File: config.mk
export PLATFORM = sky130hd
export DESIGN_NAME = alu_wb_ctrl_flat
export DESIGN_NICKNAME = d
export VERILOG_FILES = /design/src/rtl/alu_wb_pkg.sv /design/src/rtl/alu_wb_ctrl_if.sv /design/src/rtl/alu_wb_ctrl_alu_core.sv /design/src/rtl/alu_wb_ctrl.sv /design/src/flat_wrapper.sv
export SDC_FILE = /design/constraint.sdc
export NUM_CORES = 1
export LEC_CHECK = 0
export ABC_AREA = 1
export CORE_MARGIN = 3
export CORE_UTILIZATION = 49
export CTS_BUF_LIST = sky130_fd_sc_hd__clkbuf_16
export CTS_CLUSTER_SIZE = 20
export DETAILED_ROUTE_END_ITERATION = 10
export PLACE_DENSITY = 0.82
export SYNTH_ARGS = -nofsm -noshare
export SYNTH_HDL_FRONTEND = slang
export SYNTH_SLANG_ARGS = --single-unit
File: constraint.sdc
create_clock -name clk -period 1.75 [get_ports clk]
set_input_delay 0.35 -clock clk [delete_from_list [all_inputs] [get_ports clk]]
set_output_delay 0.35 -clock clk [all_outputs]
set_load 0.03 [all_outputs]
File: src/rtl/alu_wb_pkg.sv
// Shared opcodes, FSM state encoding and default widths for the execute/writeback controller.
package alu_wb_pkg;

    localparam int DEF_DATA_W   = 3;
    localparam int DEF_ADDR_W   = 2;
    localparam int DEF_NUM_REGS = 3;
    localparam int OP_W         = 3;

    localparam logic [OP_W-1:0] OP_ADD = 3'b000;
    localparam logic [OP_W-1:0] OP_SUB = 3'b001;
    localparam logic [OP_W-1:0] OP_AND = 3'b010;
    localparam logic [OP_W-1:0] OP_OR  = 3'b011;
    localparam logic [OP_W-1:0] OP_XOR = 3'b100;
    localparam logic [OP_W-1:0] OP_NOT = 3'b101;
    localparam logic [OP_W-1:0] OP_MOV = 3'b110;
    localparam logic [OP_W-1:0] OP_NOP = 3'b111;

    typedef enum logic [1:0] {
        ST_IDLE = 2'd0,
        ST_READ = 2'd1,
        ST_EXEC = 2'd2,
        ST_WB   = 2'd3
    } state_e;

endpackage

File: src/rtl/alu_wb_ctrl_if.sv
// Op request handshake plus register-file read/write and status signals of the controller.
interface alu_wb_ctrl_if
    import alu_wb_pkg::*;
#(
    parameter int DATA_W = DEF_DATA_W,
    parameter int ADDR_W = DEF_ADDR_W
);
    logic              op_valid;
    logic              op_ready;
    logic [OP_W-1:0]   op_code;
    logic [ADDR_W-1:0] op_src1;
    logic [ADDR_W-1:0] op_src2;
    logic [ADDR_W-1:0] op_dst;
    logic [ADDR_W-1:0] rd_reg1;
    logic [ADDR_W-1:0] rd_reg2;
    logic [DATA_W-1:0] reg_data1;
    logic [DATA_W-1:0] reg_data2;
    logic              wr_en;
    logic [ADDR_W-1:0] wr_reg;
    logic [DATA_W-1:0] wr_data;
    logic [DATA_W-1:0] result;
    logic              carry;
    logic              done;
    logic              err;

    modport master (
        output op_valid, op_code, op_src1, op_src2, op_dst, reg_data1, reg_data2,
        input  op_ready, rd_reg1, rd_reg2, wr_en, wr_reg, wr_data, result, carry, done, err
    );

    modport slave (
        input  op_valid, op_code, op_src1, op_src2, op_dst, reg_data1, reg_data2,
        output op_ready, rd_reg1, rd_reg2, wr_en, wr_reg, wr_data, result, carry, done, err
    );

endinterface

File: src/rtl/alu_wb_ctrl_alu_core.sv
// Combinational ALU: {carry,result} from opcode and two operands, modulo 2^DATA_W.
module alu_core
    import alu_wb_pkg::*;
#(
    parameter int DATA_W = DEF_DATA_W
) (
    input  logic [OP_W-1:0]   op_code,
    input  logic [DATA_W-1:0] a,
    input  logic [DATA_W-1:0] b,
    output logic [DATA_W-1:0] result,
    output logic              carry
);
    logic [DATA_W:0] sum;
    logic [DATA_W:0] diff;

    always_comb begin
        sum    = {1'b0, a} + {1'b0, b};
        // Top bit of the widened difference is set exactly when a < b.
        diff   = {1'b0, a} - {1'b0, b};
        result = '0;
        carry  = 1'b0;
        case (op_code)
            OP_ADD: {carry, result} = sum;
            OP_SUB: {carry, result} = diff;
            OP_AND: result = a & b;
            OP_OR:  result = a | b;
            OP_XOR: result = a ^ b;
            OP_NOT: result = ~a;
            OP_MOV: result = a;
            default: result = '0;
        endcase
    end

endmodule

File: src/rtl/alu_wb_ctrl.sv
// Execute/writeback controller: accepts one op, reads operands, computes, writes back, retires.
module alu_wb_ctrl
    import alu_wb_pkg::*;
#(
    parameter int DATA_W   = DEF_DATA_W,
    parameter int ADDR_W   = DEF_ADDR_W,
    parameter int NUM_REGS = DEF_NUM_REGS
) (
    input logic          clk,
    input logic          rst,
    alu_wb_ctrl_if.slave bus
);
    localparam logic [ADDR_W:0] NUM_REGS_L = (ADDR_W + 1)'(NUM_REGS);

    state_e            state_q,   state_d;
    logic [OP_W-1:0]   code_q,    code_d;
    logic [ADDR_W-1:0] dst_q,     dst_d;
    logic              illegal_q, illegal_d;
    logic [DATA_W-1:0] op_a_q,    op_a_d;
    logic [DATA_W-1:0] op_b_q,    op_b_d;
    logic [ADDR_W-1:0] rd_reg1_q, rd_reg1_d;
    logic [ADDR_W-1:0] rd_reg2_q, rd_reg2_d;
    logic              wr_en_q,   wr_en_d;
    logic [ADDR_W-1:0] wr_reg_q,  wr_reg_d;
    logic [DATA_W-1:0] wr_data_q, wr_data_d;
    logic [DATA_W-1:0] result_q,  result_d;
    logic              carry_q,   carry_d;
    logic              done_q,    done_d;
    logic              err_q,     err_d;

    logic [DATA_W-1:0] alu_result;
    logic              alu_carry;

    alu_core #(.DATA_W(DATA_W)) u_alu_core (
        .op_code (code_q),
        .a       (op_a_q),
        .b       (op_b_q),
        .result  (alu_result),
        .carry   (alu_carry)
    );

    always_comb begin
        state_d   = state_q;
        code_d    = code_q;
        dst_d     = dst_q;
        illegal_d = illegal_q;
        op_a_d    = op_a_q;
        op_b_d    = op_b_q;
        rd_reg1_d = rd_reg1_q;
        rd_reg2_d = rd_reg2_q;
        wr_en_d   = 1'b0;
        wr_reg_d  = wr_reg_q;
        wr_data_d = wr_data_q;
        result_d  = result_q;
        carry_d   = carry_q;
        done_d    = 1'b0;
        err_d     = 1'b0;
        case (state_q)
            ST_IDLE: begin
                if (bus.op_valid) begin
                    code_d    = bus.op_code;
                    dst_d     = bus.op_dst;
                    rd_reg1_d = bus.op_src1;
                    rd_reg2_d = bus.op_src2;
                    illegal_d = ({1'b0, bus.op_src1} >= NUM_REGS_L) ||
                                ({1'b0, bus.op_src2} >= NUM_REGS_L) ||
                                ({1'b0, bus.op_dst}  >= NUM_REGS_L);
                    state_d   = ST_READ;
                end
            end
            ST_READ: begin
                op_a_d  = bus.reg_data1;
                op_b_d  = bus.reg_data2;
                state_d = ST_EXEC;
            end
            ST_EXEC: begin
                // Outputs computed here become visible during the WB cycle.
                done_d = 1'b1;
                err_d  = illegal_q;
                if (!illegal_q && code_q != OP_NOP) begin
                    result_d  = alu_result;
                    carry_d   = alu_carry;
                    wr_en_d   = 1'b1;
                    wr_reg_d  = dst_q;
                    wr_data_d = alu_result;
                end
                state_d = ST_WB;
            end
            default: state_d = ST_IDLE;
        endcase
    end

    always_ff @(posedge clk) begin
        if (rst) begin
            state_q   <= ST_IDLE;
            code_q    <= OP_NOP;
            dst_q     <= '0;
            illegal_q <= 1'b0;
            op_a_q    <= '0;
            op_b_q    <= '0;
            rd_reg1_q <= '0;
            rd_reg2_q <= '0;
            wr_en_q   <= 1'b0;
            wr_reg_q  <= '0;
            wr_data_q <= '0;
            result_q  <= '0;
            carry_q   <= 1'b0;
            done_q    <= 1'b0;
            err_q     <= 1'b0;
        end else begin
            state_q   <= state_d;
            code_q    <= code_d;
            dst_q     <= dst_d;
            illegal_q <= illegal_d;
            op_a_q    <= op_a_d;
            op_b_q    <= op_b_d;
            rd_reg1_q <= rd_reg1_d;
            rd_reg2_q <= rd_reg2_d;
            wr_en_q   <= wr_en_d;
            wr_reg_q  <= wr_reg_d;
            wr_data_q <= wr_data_d;
            result_q  <= result_d;
            carry_q   <= carry_d;
            done_q    <= done_d;
            err_q     <= err_d;
        end
    end

    assign bus.op_ready = (state_q == ST_IDLE) && !rst;
    assign bus.rd_reg1  = rd_reg1_q;
    assign bus.rd_reg2  = rd_reg2_q;
    assign bus.wr_en    = wr_en_q;
    assign bus.wr_reg   = wr_reg_q;
    assign bus.wr_data  = wr_data_q;
    assign bus.result   = result_q;
    assign bus.carry    = carry_q;
    assign bus.done     = done_q;
    assign bus.err      = err_q;

endmodule

File: src/flat_wrapper.sv
// flat-port wrapper written by rule: the top's interface ports become plain ports
module alu_wb_ctrl_flat import alu_wb_pkg::*;
#(
    parameter int DATA_W   = DEF_DATA_W,
    parameter int ADDR_W   = DEF_ADDR_W,
    parameter int NUM_REGS = DEF_NUM_REGS
)
  (clk, rst, bus_op_valid, bus_op_code, bus_op_src1, bus_op_src2, bus_op_dst, bus_reg_data1, bus_reg_data2, bus_op_ready, bus_rd_reg1, bus_rd_reg2, bus_wr_en, bus_wr_reg, bus_wr_data, bus_result, bus_carry, bus_done, bus_err);
  alu_wb_ctrl_if #(.DATA_W(DATA_W), .ADDR_W(ADDR_W)) bus_i ();
  input logic clk;
  input logic rst;
  input wire logic [$bits(bus_i.op_valid)-1:0] bus_op_valid;
  input wire logic [$bits(bus_i.op_code)-1:0] bus_op_code;
  input wire logic [$bits(bus_i.op_src1)-1:0] bus_op_src1;
  input wire logic [$bits(bus_i.op_src2)-1:0] bus_op_src2;
  input wire logic [$bits(bus_i.op_dst)-1:0] bus_op_dst;
  input wire logic [$bits(bus_i.reg_data1)-1:0] bus_reg_data1;
  input wire logic [$bits(bus_i.reg_data2)-1:0] bus_reg_data2;
  output wire logic [$bits(bus_i.op_ready)-1:0] bus_op_ready;
  output wire logic [$bits(bus_i.rd_reg1)-1:0] bus_rd_reg1;
  output wire logic [$bits(bus_i.rd_reg2)-1:0] bus_rd_reg2;
  output wire logic [$bits(bus_i.wr_en)-1:0] bus_wr_en;
  output wire logic [$bits(bus_i.wr_reg)-1:0] bus_wr_reg;
  output wire logic [$bits(bus_i.wr_data)-1:0] bus_wr_data;
  output wire logic [$bits(bus_i.result)-1:0] bus_result;
  output wire logic [$bits(bus_i.carry)-1:0] bus_carry;
  output wire logic [$bits(bus_i.done)-1:0] bus_done;
  output wire logic [$bits(bus_i.err)-1:0] bus_err;
  assign bus_i.op_valid = bus_op_valid;
  assign bus_i.op_code = bus_op_code;
  assign bus_i.op_src1 = bus_op_src1;
  assign bus_i.op_src2 = bus_op_src2;
  assign bus_i.op_dst = bus_op_dst;
  assign bus_i.reg_data1 = bus_reg_data1;
  assign bus_i.reg_data2 = bus_reg_data2;
  assign bus_op_ready = bus_i.op_ready;
  assign bus_rd_reg1 = bus_i.rd_reg1;
  assign bus_rd_reg2 = bus_i.rd_reg2;
  assign bus_wr_en = bus_i.wr_en;
  assign bus_wr_reg = bus_i.wr_reg;
  assign bus_wr_data = bus_i.wr_data;
  assign bus_result = bus_i.result;
  assign bus_carry = bus_i.carry;
  assign bus_done = bus_i.done;
  assign bus_err = bus_i.err;
  alu_wb_ctrl #(.DATA_W(DATA_W), .ADDR_W(ADDR_W), .NUM_REGS(NUM_REGS)) u_core (.clk(clk), .rst(rst), .bus(bus_i));
endmodule
==> metrics, run 1 <==
most common cell after layout, fill and taps aside nor2_1; wire length reported by the detailed router 3228 um; count of synthesis-stage warnings from yosys 0; final estimated routing congestion in global placement 0.9451; routed length per instance 11.57 um; Final #Nets 271; setup violators final 0; DIE AREA 3835 sq um; required time at the worst-slack endpoint 1400 ps; syn_nets 237; wire length on met2 1493 um; Root Buffer Master clkbuf_16; overall via count from detail_route 1,378; maximum number of pins on one net before global-route repair 23; initial antenna violation count 0; CP Capture Type primary output; Die X-Extent 61.93 um; relative max-transition margin 63.60%; class of the most critical hold timing path register to register; max-capacitance violation count 0; number of different library cells in the post-synthesis netlist 27; flops & latches, synth 27; final count of hold timing violations 0; CP max stage delay 680 ps; area growth from synthesis to layout 28.16%; max-slew violation count 0; leading cell types in the layout, fill and taps excluded nor2_1 (34), clkdlybuf4s50_1 (33), nand2_1 (29), dfxtp_1 (27), inv_1 (20); wire length of the first global-routing pass 4905 um; source-to-sink clock delay at the later pin of the worst-skew pair 250 ps; uppermost layer routed met4; outcome finished, final reports clean; Slew @ Worst Pin 545.3 ps; I/O pin cnt 35; gate count of the mapped netlist 204; H-tree depth 1; Num CTS Buffers 3; Worst Setup Start Kind register; area of the core 2877 sq um; Bufs and invs on worst path 1; Vert. Die Dim 61.93 um; vias in the first global route 1,114; upper clock frequency limit 0.6055 GHz; wire length on met3 171 um; setup repair after global routing missed its margin false; Core Rows 19; metal1 wirelength 1551 um; PostCTS Resize Cnt 0; final core area utilization 68.29%; CP Cell Sequence clkdlybuf4s50_1; category of cells accounting for the largest share of critical-path delay buffers and inverters; hold_buf cts 0; setup TNS 0 ps; fraction of final layout cells with drive strength greater than 1 9.705%; Port Buffer Count 34; share of synthesized area occupied by flip-flops and latches 35.27%; Syn Area/Cell 7.513 sq um; clock transition at the registers of the reported paths 60 ps; leakage power 0.0008665 uW; count of unresolved DRC violations after routing 0; power density over the cells 1522 nW/um^2; Clock Skews 1.511 ps; buffer levels on the longest clock path 2; number of buffers inserted by post-CTS setup repair 0; Max rail drop VDD 1.363 mV; worst setup path class register to primary output; diodes inserted 0; clock period minus worst slack 1652 ps; total congestion overflow 0; post-detailed-placement half-perimeter wirelength 2509 um; Clock Sinks 27; Detailed Route Iter0 Violations 84; synthesized area 1533 sq um; data arrival time of the critical path 1300 ps; initial core utilization 53.28%; CP Max Fanout 3; Slowest-stage cell, CP clkdlybuf4s50_1; Detail Route Antenna Nets 0; overall global routing resource usage 16.94%; detailed-routing iteration count for the pre-antenna-repair pass 4; clock tree from TritonCTS built; via/cell ratio 4.939; share of the clock period used by the worst path 94.38%
==> power breakdown <==
part           internal [uW]  leakage [uW]  total [uW]  switching, uW
logic                    572      0.000602        1510            941
registers                809      0.000222         979            170
clock network            305     0.0000423         498            193
total                   1690      0.000867        2990           1300
==> Yosys cell counts <==
library cell	count	area, sq um
a31oi_1	1	6.260
buf_6	3	33.78
nor3_2	1	10.01
inv_2	4	15.01
inv_1	19	71.32
a211oi_1	1	7.510
o211ai_1	3	22.52
clkbuf_1	1	3.750
nor2_1	34	127.6
and3_1	1	6.260
nand2_4	2	22.52
o21ai_0	15	75.07
o21ai_1	6	30.03
nand4_1	6	37.54
buf_2	3	15.01
inv_4	1	6.260
dfxtp_1	27	540.5
fa_1	2	40.04
ha_1	13	162.7
nand3_1	9	45.04
nor2_4	1	11.26
inv_6	1	8.760
nand3_2	2	20.02
nor2_2	2	12.51
a21oi_1	14	70.07
nand2_1	29	108.9
buf_4	3	22.52
==> kinds of logic after synthesis <==
group	Yosys count	synth area share, %
AO/OA/AOI/OAI	40	13.80
adder cells (fa/ha/maj)	15	13.22
buffers and inverters	35	11.51
flip-flops	27	35.27
AND/OR/NAND/NOR	87	26.20
==> worst paths after layout <==
| check | cells after the start | start | to | slack (ps) |
|---|---|---|---|---|
| setup reg to reg | 11 | u_core.op_a_q[0] | u_core.bus.wr_data[2] | 160 |
| setup / recovery | 1 | u_core.bus.wr_data[2] | bus_result[2] | 100 |
| hold reg to reg | 2 | u_core.bus.rd_reg1[0] | u_core.bus.rd_reg1[0] | 480 |
| hold / removal | 2 | u_core.bus.rd_reg1[0] | u_core.bus.rd_reg1[0] | 480 |
==> metrics by stage <==
stage | instances | total power [uW] | worst slack, ps | hold slack [ps] | cell area, sq um
final | 279 | 2990 | 98.34 | 479.3 | 1964
after global routing | 279 | 3243 | 42.96 | 509.1 | 1964
after CTS | 279 | 3006 | 83.92 | 485.0 | 1964
after detailed placement | 275 | 2501 | 178.9 | 470.5 | 1886
after global placement | 275 | 2472 | 237.5 | 462.6 | 1886
after floorplan | 204 | 2089 | 294.0 | 422.4 | 1533
==> per-layer routing <==
metal  GRT usage, %  up-vias
li1               -      726
met1          24.78      611
met2          26.61       39
met3          3.099        2
met4          2.424        0
met5              0        -
==> area by class of cell <==
| cell class | count | area (sq um) |
|---|---|---|
| clock buffer | 3 | 75.07 |
| clock inverter | 1 | 3.754 |
| fill | 250 | 912.1 |
| inverter | 25 | 101.3 |
| multi-input combinational | 142 | 815.8 |
| sequential | 27 | 540.5 |
| tap | 42 | 52.55 |
| timing repair buffer | 39 | 375.4 |
Note: power is estimated with default switching activity, not from simulation.
==> inputs of run 2 (changes only) <==
--- a/config.mk
+++ b/config.mk
@@ -12,6 +12,7 @@
 export CTS_CLUSTER_SIZE = 20
 export DETAILED_ROUTE_END_ITERATION = 10
 export PLACE_DENSITY = 0.82
+export SETUP_SLACK_MARGIN = 0.4
 export SYNTH_ARGS = -nofsm -noshare
 export SYNTH_HDL_FRONTEND = slang
 export SYNTH_SLANG_ARGS = --single-unit
==> metrics, run 2 (synthesized netlist as in run 1, its figures left out) <==
outcome finished, final reports clean; wire length reported by the detailed router 4007 um; Crit. Startpoint u_core.state_q[0]; final count of hold timing violations 0; clock period minus worst slack 1446 ps; start point of the worst min-delay path u_core.bus.wr_reg[0]; fraction of final layout cells with drive strength greater than 1 26.72%; setup repair after global routing missed its margin true; Clock Sinks 27; power density over the cells 1621 nW/um^2; Vert. Die Dim 61.93 um; hold_buf cts 0; Slew @ Worst Pin 374.2 ps; leakage power 0.0009475 uW; CP Max Fanout 3; setup violators final 0; initial antenna violation count 0; Core Rows 19; Final #Nets 281; detailed-routing iteration count for the pre-antenna-repair pass 4; I/O pin cnt 35; post-detailed-placement half-perimeter wirelength 2515 um; Detailed Route Iter0 Violations 91; buffer levels on the longest clock path 2; Detail Route Antenna Nets 0; maximum number of pins on one net before global-route repair 23; upper clock frequency limit 0.6917 GHz; Max rail drop VDD 1.299 mV; diodes inserted 0; post-place instance area 1926 sq um; overall global routing resource usage 20.67%; leading cell types in the layout, fill and taps excluded nor2_1 (33), nand2_1 (28), dfxtp_1 (20), clkdlybuf4s50_1 (16), o21ai_0 (15); CP Capture Type primary output; via/cell ratio 5.111; class of the most critical hold timing path register to register; worst setup path class register to primary output; setup TNS 0 ps; initial core utilization 53.28%; most common cell after layout, fill and taps aside nor2_1; clock tree from TritonCTS built; area of the core 2877 sq um; finished layout cell area 2136 sq um; share of the clock period used by the worst path 82.62%; Num CTS Buffers 3; number of cells in the finished layout apart from fillers 289; fill cell total of the finished layout 215; clock transition at the registers of the reported paths 60 ps; Clock Skews 3.196 ps; Hold Worst Slack 479.2 ps; data arrival time of the critical path 1100 ps; routed length per instance 13.87 um; Root Buffer Master clkbuf_16; Worst Setup Start Kind register; DIE AREA 3835 sq um; final estimated routing congestion in global placement 0.8941; total congestion overflow 0; Cell Count Post-Placement 274; overall via count from detail_route 1,477; H-tree depth 1; Die X-Extent 61.93 um; setup slack, reg-to-reg 310 ps; relative max-transition margin 75.02%; Reg-to-Reg Start u_core.op_b_q[0]; Port Buffer Count 34; vias in the first global route 1,251; count of unresolved DRC violations after routing 0; source-to-sink clock delay at the later pin of the worst-skew pair 260 ps; area growth from synthesis to layout 39.35%; required time at the worst-slack endpoint 1400 ps; wire length of the first global-routing pass 5809 um; max-slew violation count 0; max-capacitance violation count 0
-- run 2: changes by cell type in the layout (fill, tap and decap cells not counted), sizes merged --
cell           change
buf               +10
clkdlybuf4s15      +8
clkdlybuf4s50     -17
dlygate4sd2        +3
clkbuf             +6
-- run 2: layer usage --
metal / GRT usage, % / part of all wire (%) / vias up
met3: 3.719 / 4.4 / 6
met5: 0 / 0 / -
met1: 26.36 / 44 / 679
li1: - / - / 754
met2: 35.28 / 50 / 38
met4: 6.667 / 1.6 / 0
-- run 2: path summary, 6_finish.rpt --
kind | cells after the start | endpoint
setup / recovery | 5 | bus_op_ready
hold reg to reg | 2 | u_core.bus.wr_reg[0]
setup reg to reg | 6 | u_core.bus.wr_data[1]
hold / removal | 2 | u_core.bus.wr_reg[0]
-- run 2: final cells by class --
cell class                      count  area [sq um]  share of cell area (%)
Tap cell                           42         52.55                   2.460
Multi-Input combinational cell    142         898.4                   42.06
Timing Repair Buffer               49         435.4                   20.39
Clock inverter                      1         3.754                  0.1757
Clock buffer                        3         75.07                   3.515
Inverter                           25         113.9                   5.331
Sequential cell                    27         556.8                   26.07
-- run 2: worst max-delay path: stages, from the launching register on --
cell	delay, ps
dfxtp_2	330
inv_2	90
ha_4	160
inv_4	40
nor2_4	90
buf_6	130
-- run 2: power by group --
group          switching, uW  internal, uW  total, uW
Sequential               211           835       1050
Clock                    200           306        506
Combinational           1120           788       1910
-- run 2: per-stage QoR --
| stage | utilization, % | worst slack, ps | power [uW] |
|---|---|---|---|
| finish | 74.25 | 304.2 | 3463 |
| global route | 74.25 | 242.9 | 3705 |
| CTS | 72.64 | 296.4 | 3209 |
| detailed placement | 66.94 | 227.1 | 2532 |
| global placement | 66.94 | 294.4 | 2495 |
| floorplan | - | 366.9 | 2131 |
-- run 2: timing repair --
action / 4_1_cts / 5_1_grt
setup endpoints to repair: 22 / 29
buffers inserted: 6 / 5
resized for setup: 43 / 24
pin swaps: 7 / 9
==> RTL edit 1, RTL diff (config.mk and constraints of run 1) <==
Reset style: asynchronous (`rst`), changed in one clocked block.
--- a/src/rtl/alu_wb_ctrl.sv
+++ b/src/rtl/alu_wb_ctrl.sv
@@ -92,3 +92,3 @@
 
-    always_ff @(posedge clk) begin
+    always_ff @(posedge clk or posedge rst) begin
         if (rst) begin
Formal check against the unedited RTL: differs if rst is asserted again (counterexample within 4 cycles, from zero or initial values and one cycle with rst high); with rst held inactive, the same outputs for 10 cycles.
==> RTL edit 1 against run 1 <==
- synthesized area grew 5.5%
- setup slack lost 0.014 ns
- sequential cell count is the same
- clock skew grew 0.0013 ns
- global-route usage grew 1.2 points
- combinational power grew 44%
- power grew 34%
- sequential share of layout area grew 5.4 points
- final area grew 5.0%
- routed wire length grew 4.3%
- sequential power grew 30%
==> RTL edit 1: results (changes against run 1) <==
status=complete, no violations; register area share after synthesis=42.0% (+6.8 points); post-synth cell types=26 (-3.7%); clk_lat worst skew=0.27 ns (+0.02 ns); DRT Pass-1 Iters=5 (+1); Reg2Reg Launch Point=u_core.op_a_q[0]; Max VDD drop=0.828 mV (-39%); Net Count, Synth=237 (unchanged); Worst Reg2Reg Path Length in Cells=8 (-3); fin crit share=95.2% (+0.81 points); pre-CTS setup slack=0.0768 ns (-0.102 ns); Global Route Usage Sum=18.1% (+1.2 points); Post-synth top cells=nand2_1 (70), dfrtp_1 (24), inv_1 (23); worst min path class=input port to async pin; Setup crit start=u_core.bus.rd_reg1[1]; Main synth FF type=dfrtp_1; Worst EP arrival=1.32 ns (+0.02 ns); Worst Skew=0.00281 ns (+0.00129 ns); first-pass GRT wire length=5.72 mm (+17%); GP Congestion=0.896 (-5.2%); CP Capture Point=bus_rd_reg1[1]; Fill cells=276 (+10%); Cell Area, Placed=1970 um^2 (+4.6%); peak fanout along the critical path=2 (-1); Crit Reg-Reg Endpoint=u_core.bus.wr_data[1]; largest net degree at the start of global routing=24 (+4.3%); Via density=4.77 (-3.4%); Net count, final=271 (unchanged); net switching power=0.00187 W (+44%); via count of the first global-routing pass=1235 (+11%); share of flip-flops with an asynchronous set or reset=100% (+100 points); DRT iter0 DRCs=58 (-31%); placed insts=276 (+0.36%)
[RTL edit 1: changes by cell type in the layout (fill, tap and decap cells not counted), sizes merged, moves of 2 or more]
cell and change:
dfxtp -27, o211ai -3, buf -2, o21ai -8, a21oi -7, or2 +2
nand2 +40, dfstp +3, dfrtp +24, nor2 -20
[RTL edit 1: power groups by stage]
stage	sequential [W]	clock [W]	combinational, W
detailed placement	0.00127	0	0.00214
floorplan	0.00139	0	0.00141
CTS	0.00127	0.000551	0.00216
global placement	0.00125	0	0.00209
finish	0.00127	0.000543	0.00218
global route	0.00132	0.000573	0.00244
[RTL edit 1: area by class of cell]
type                    instances  area [um^2]  area share, %
multi-input cells             142          766           37.1
flip-flops and latches         27          679           32.9
repair buffers                 37          373           18.1
inverters                      27          106           5.16
clock buffers                   3         75.1           3.64
well taps                      44         55.1           2.67
clock inverters                 1         7.51          0.364
[RTL edit 1: logic make-up after synthesis]
group	Yosys count	share of synthesized area [%]
AO/OA/AOI/OAI	21	6.58
adder cells (fa/ha/maj)	15	12.5
buffers and inverters	35	10.6
flip-flops	27	42.0
AND/OR/NAND/NOR	106	28.3
[RTL edit 1: worst min path at each step]
stage                            end  cells after the start  slack, ns       startpoint
2_1_floorplan       u_core.bus.carry                      1       0.40              rst
3_3_place_gp    u_core.bus.wr_reg[1]                      2       0.46  u_core.dst_q[1]
3_5_place_dp    u_core.bus.wr_reg[1]                      2       0.46  u_core.dst_q[1]
4_1_cts        u_core.bus.rd_reg2[0]                      2       0.33              rst
5_1_grt        u_core.bus.rd_reg2[0]                      2       0.33              rst
6_report       u_core.bus.rd_reg2[0]                      2       0.34              rst
[RTL edit 1: layer usage]
layer | GRT usage, % | wire length [um]
met1 | 23.8 | 1580
met5 | 0 | 0
met3 | 1.60 | 128
met2 | 30.1 | 1590
met4 | 8.36 | 67
==> RTL edit 2, RTL diff (settings of run 1) <==
Without the edit above. The package constant `DEF_ADDR_W` goes from 2 to 1.
--- a/src/rtl/alu_wb_pkg.sv
+++ b/src/rtl/alu_wb_pkg.sv
@@ -4,3 +4,3 @@
     localparam int DEF_DATA_W   = 3;
-    localparam int DEF_ADDR_W   = 2;
+    localparam int DEF_ADDR_W   = 1;
     localparam int DEF_NUM_REGS = 3;
Ports: changed (6 resized); port bits go from 35 to 29. The function was not compared with the original's and may differ.
==> RTL edit 2 against run 1 <==
- via count down 14%
- largest cell class unchanged
- largest power group unchanged
- register-to-register slack lost 0.04 ns
- critical path type unchanged
- power down 17%
- setup slack gained 0.0052 ns
- non-clock buffer count is 12 lower
- synthesized cell count decreased by 12%
- synthesized area fell by 17%
- critical path depth stayed put
- routed wire length shrank 13%
- sequential cell count is 6 lower
- critical endpoint is now bus_result[1]
- final area decreased by 18%
- clock power shrank 5.0%
==> RTL edit 2: results (changes against run 1) <==
status=complete, no violations; net switching power=0.00110 W (-16%); Net count, final=235 (-13%); Fill cells=200 (-20%); WHS=0.477 ns (-0.00246 ns); PnR Total Power=0.00249 W (-17%); Synth Area in Compound Gates=14.5% (+0.73 points); routed wl met3=140 um (-18%); Hold Crit Start=u_core.bus.carry; register area share after synthesis=33.0% (-2.3 points); Clock Power Share=19.0% (+2.3 points); drt wl/cell=12.1 um (+4.3%); Net Count, Synth=210 (-11%); Max VDD drop=1.07 mV (-22%); ranking of synthesized cells by area=dfxtp_1 (33%), ha_1 (13%), nand2_1 (11%); Leak=0.767 nW (-12%); largest net degree at the start of global routing=18 (-22%); placed insts=228 (-17%); adder-cell share of the synthesized area=15.9% (+2.7 points); share of cells above drive strength 1=6.86% (-2.8 points); met3 global-route usage=3.17% (+0.068 points); DP HPWL=2.25 mm (-11%); Cell Area, Placed=1530 um^2 (-19%); GP Congestion=0.879 (-7.0%); Max Used Layer=met4; Global Route Usage Sum=18.8% (+1.9 points); GR Layer Usage met2=32.1% (+5.5 points); Avg Cell Area, Syn=7.08 um^2 (-5.7%); first-pass GRT wire length=4.94 mm (+0.71%); combinational share of power=50.0% (-0.6 points); R2R setup slack=0.12 ns (-0.04 ns); vias after detailed routing=1190 (-14%); Reg2Reg Launch Point=u_core.op_b_q[0]; via count of the first global-routing pass=1163 (+4.4%); post-synth cell types=22 (-19%); Worst Skew=0.00328 ns (+0.00177 ns); area of the multi-input gates=694 um^2 (-15%); CTS Buffer Depth=2 (unchanged); WL met1=1.23 mm (-21%); Post-synth top cells=nand2_1 (37), inv_1 (25), dfxtp_1 (21)
-- RTL edit 2: cell count changes after synthesis, moves of 5 or more --
cell / change
inv_1: +6
nand4_1: -5
o21ai_1: -6
nand2_1: +8
dfxtp_1: -6
nor2_1: -14
-- RTL edit 2: worst max path at each step --
stage                                      from  slack, ns               endpoint  cells past startpoint
after floorplan                u_core.op_b_q[0]       0.24  u_core.bus.wr_data[2]                     11
after global placement                      rst       0.18       u_core.op_b_q[0]                      4
after detailed placement       u_core.op_b_q[0]       0.13  u_core.bus.wr_data[2]                     11
after CTS                 u_core.bus.wr_data[1]        0.1          bus_result[1]                      1
after global routing           u_core.op_b_q[0]      0.003  u_core.bus.wr_data[2]                     11
final                     u_core.bus.wr_data[1]       0.10          bus_result[1]                      1
-- RTL edit 2: final cells by class --
type	count	area share, %
Timing Repair Buffer	27	16.6
Clock buffer	3	4.67
Inverter	30	7.00
Sequential cell	21	26.1
Tap cell	28	2.18
Clock inverter	1	0.233
Multi-Input combinational cell	122	43.2
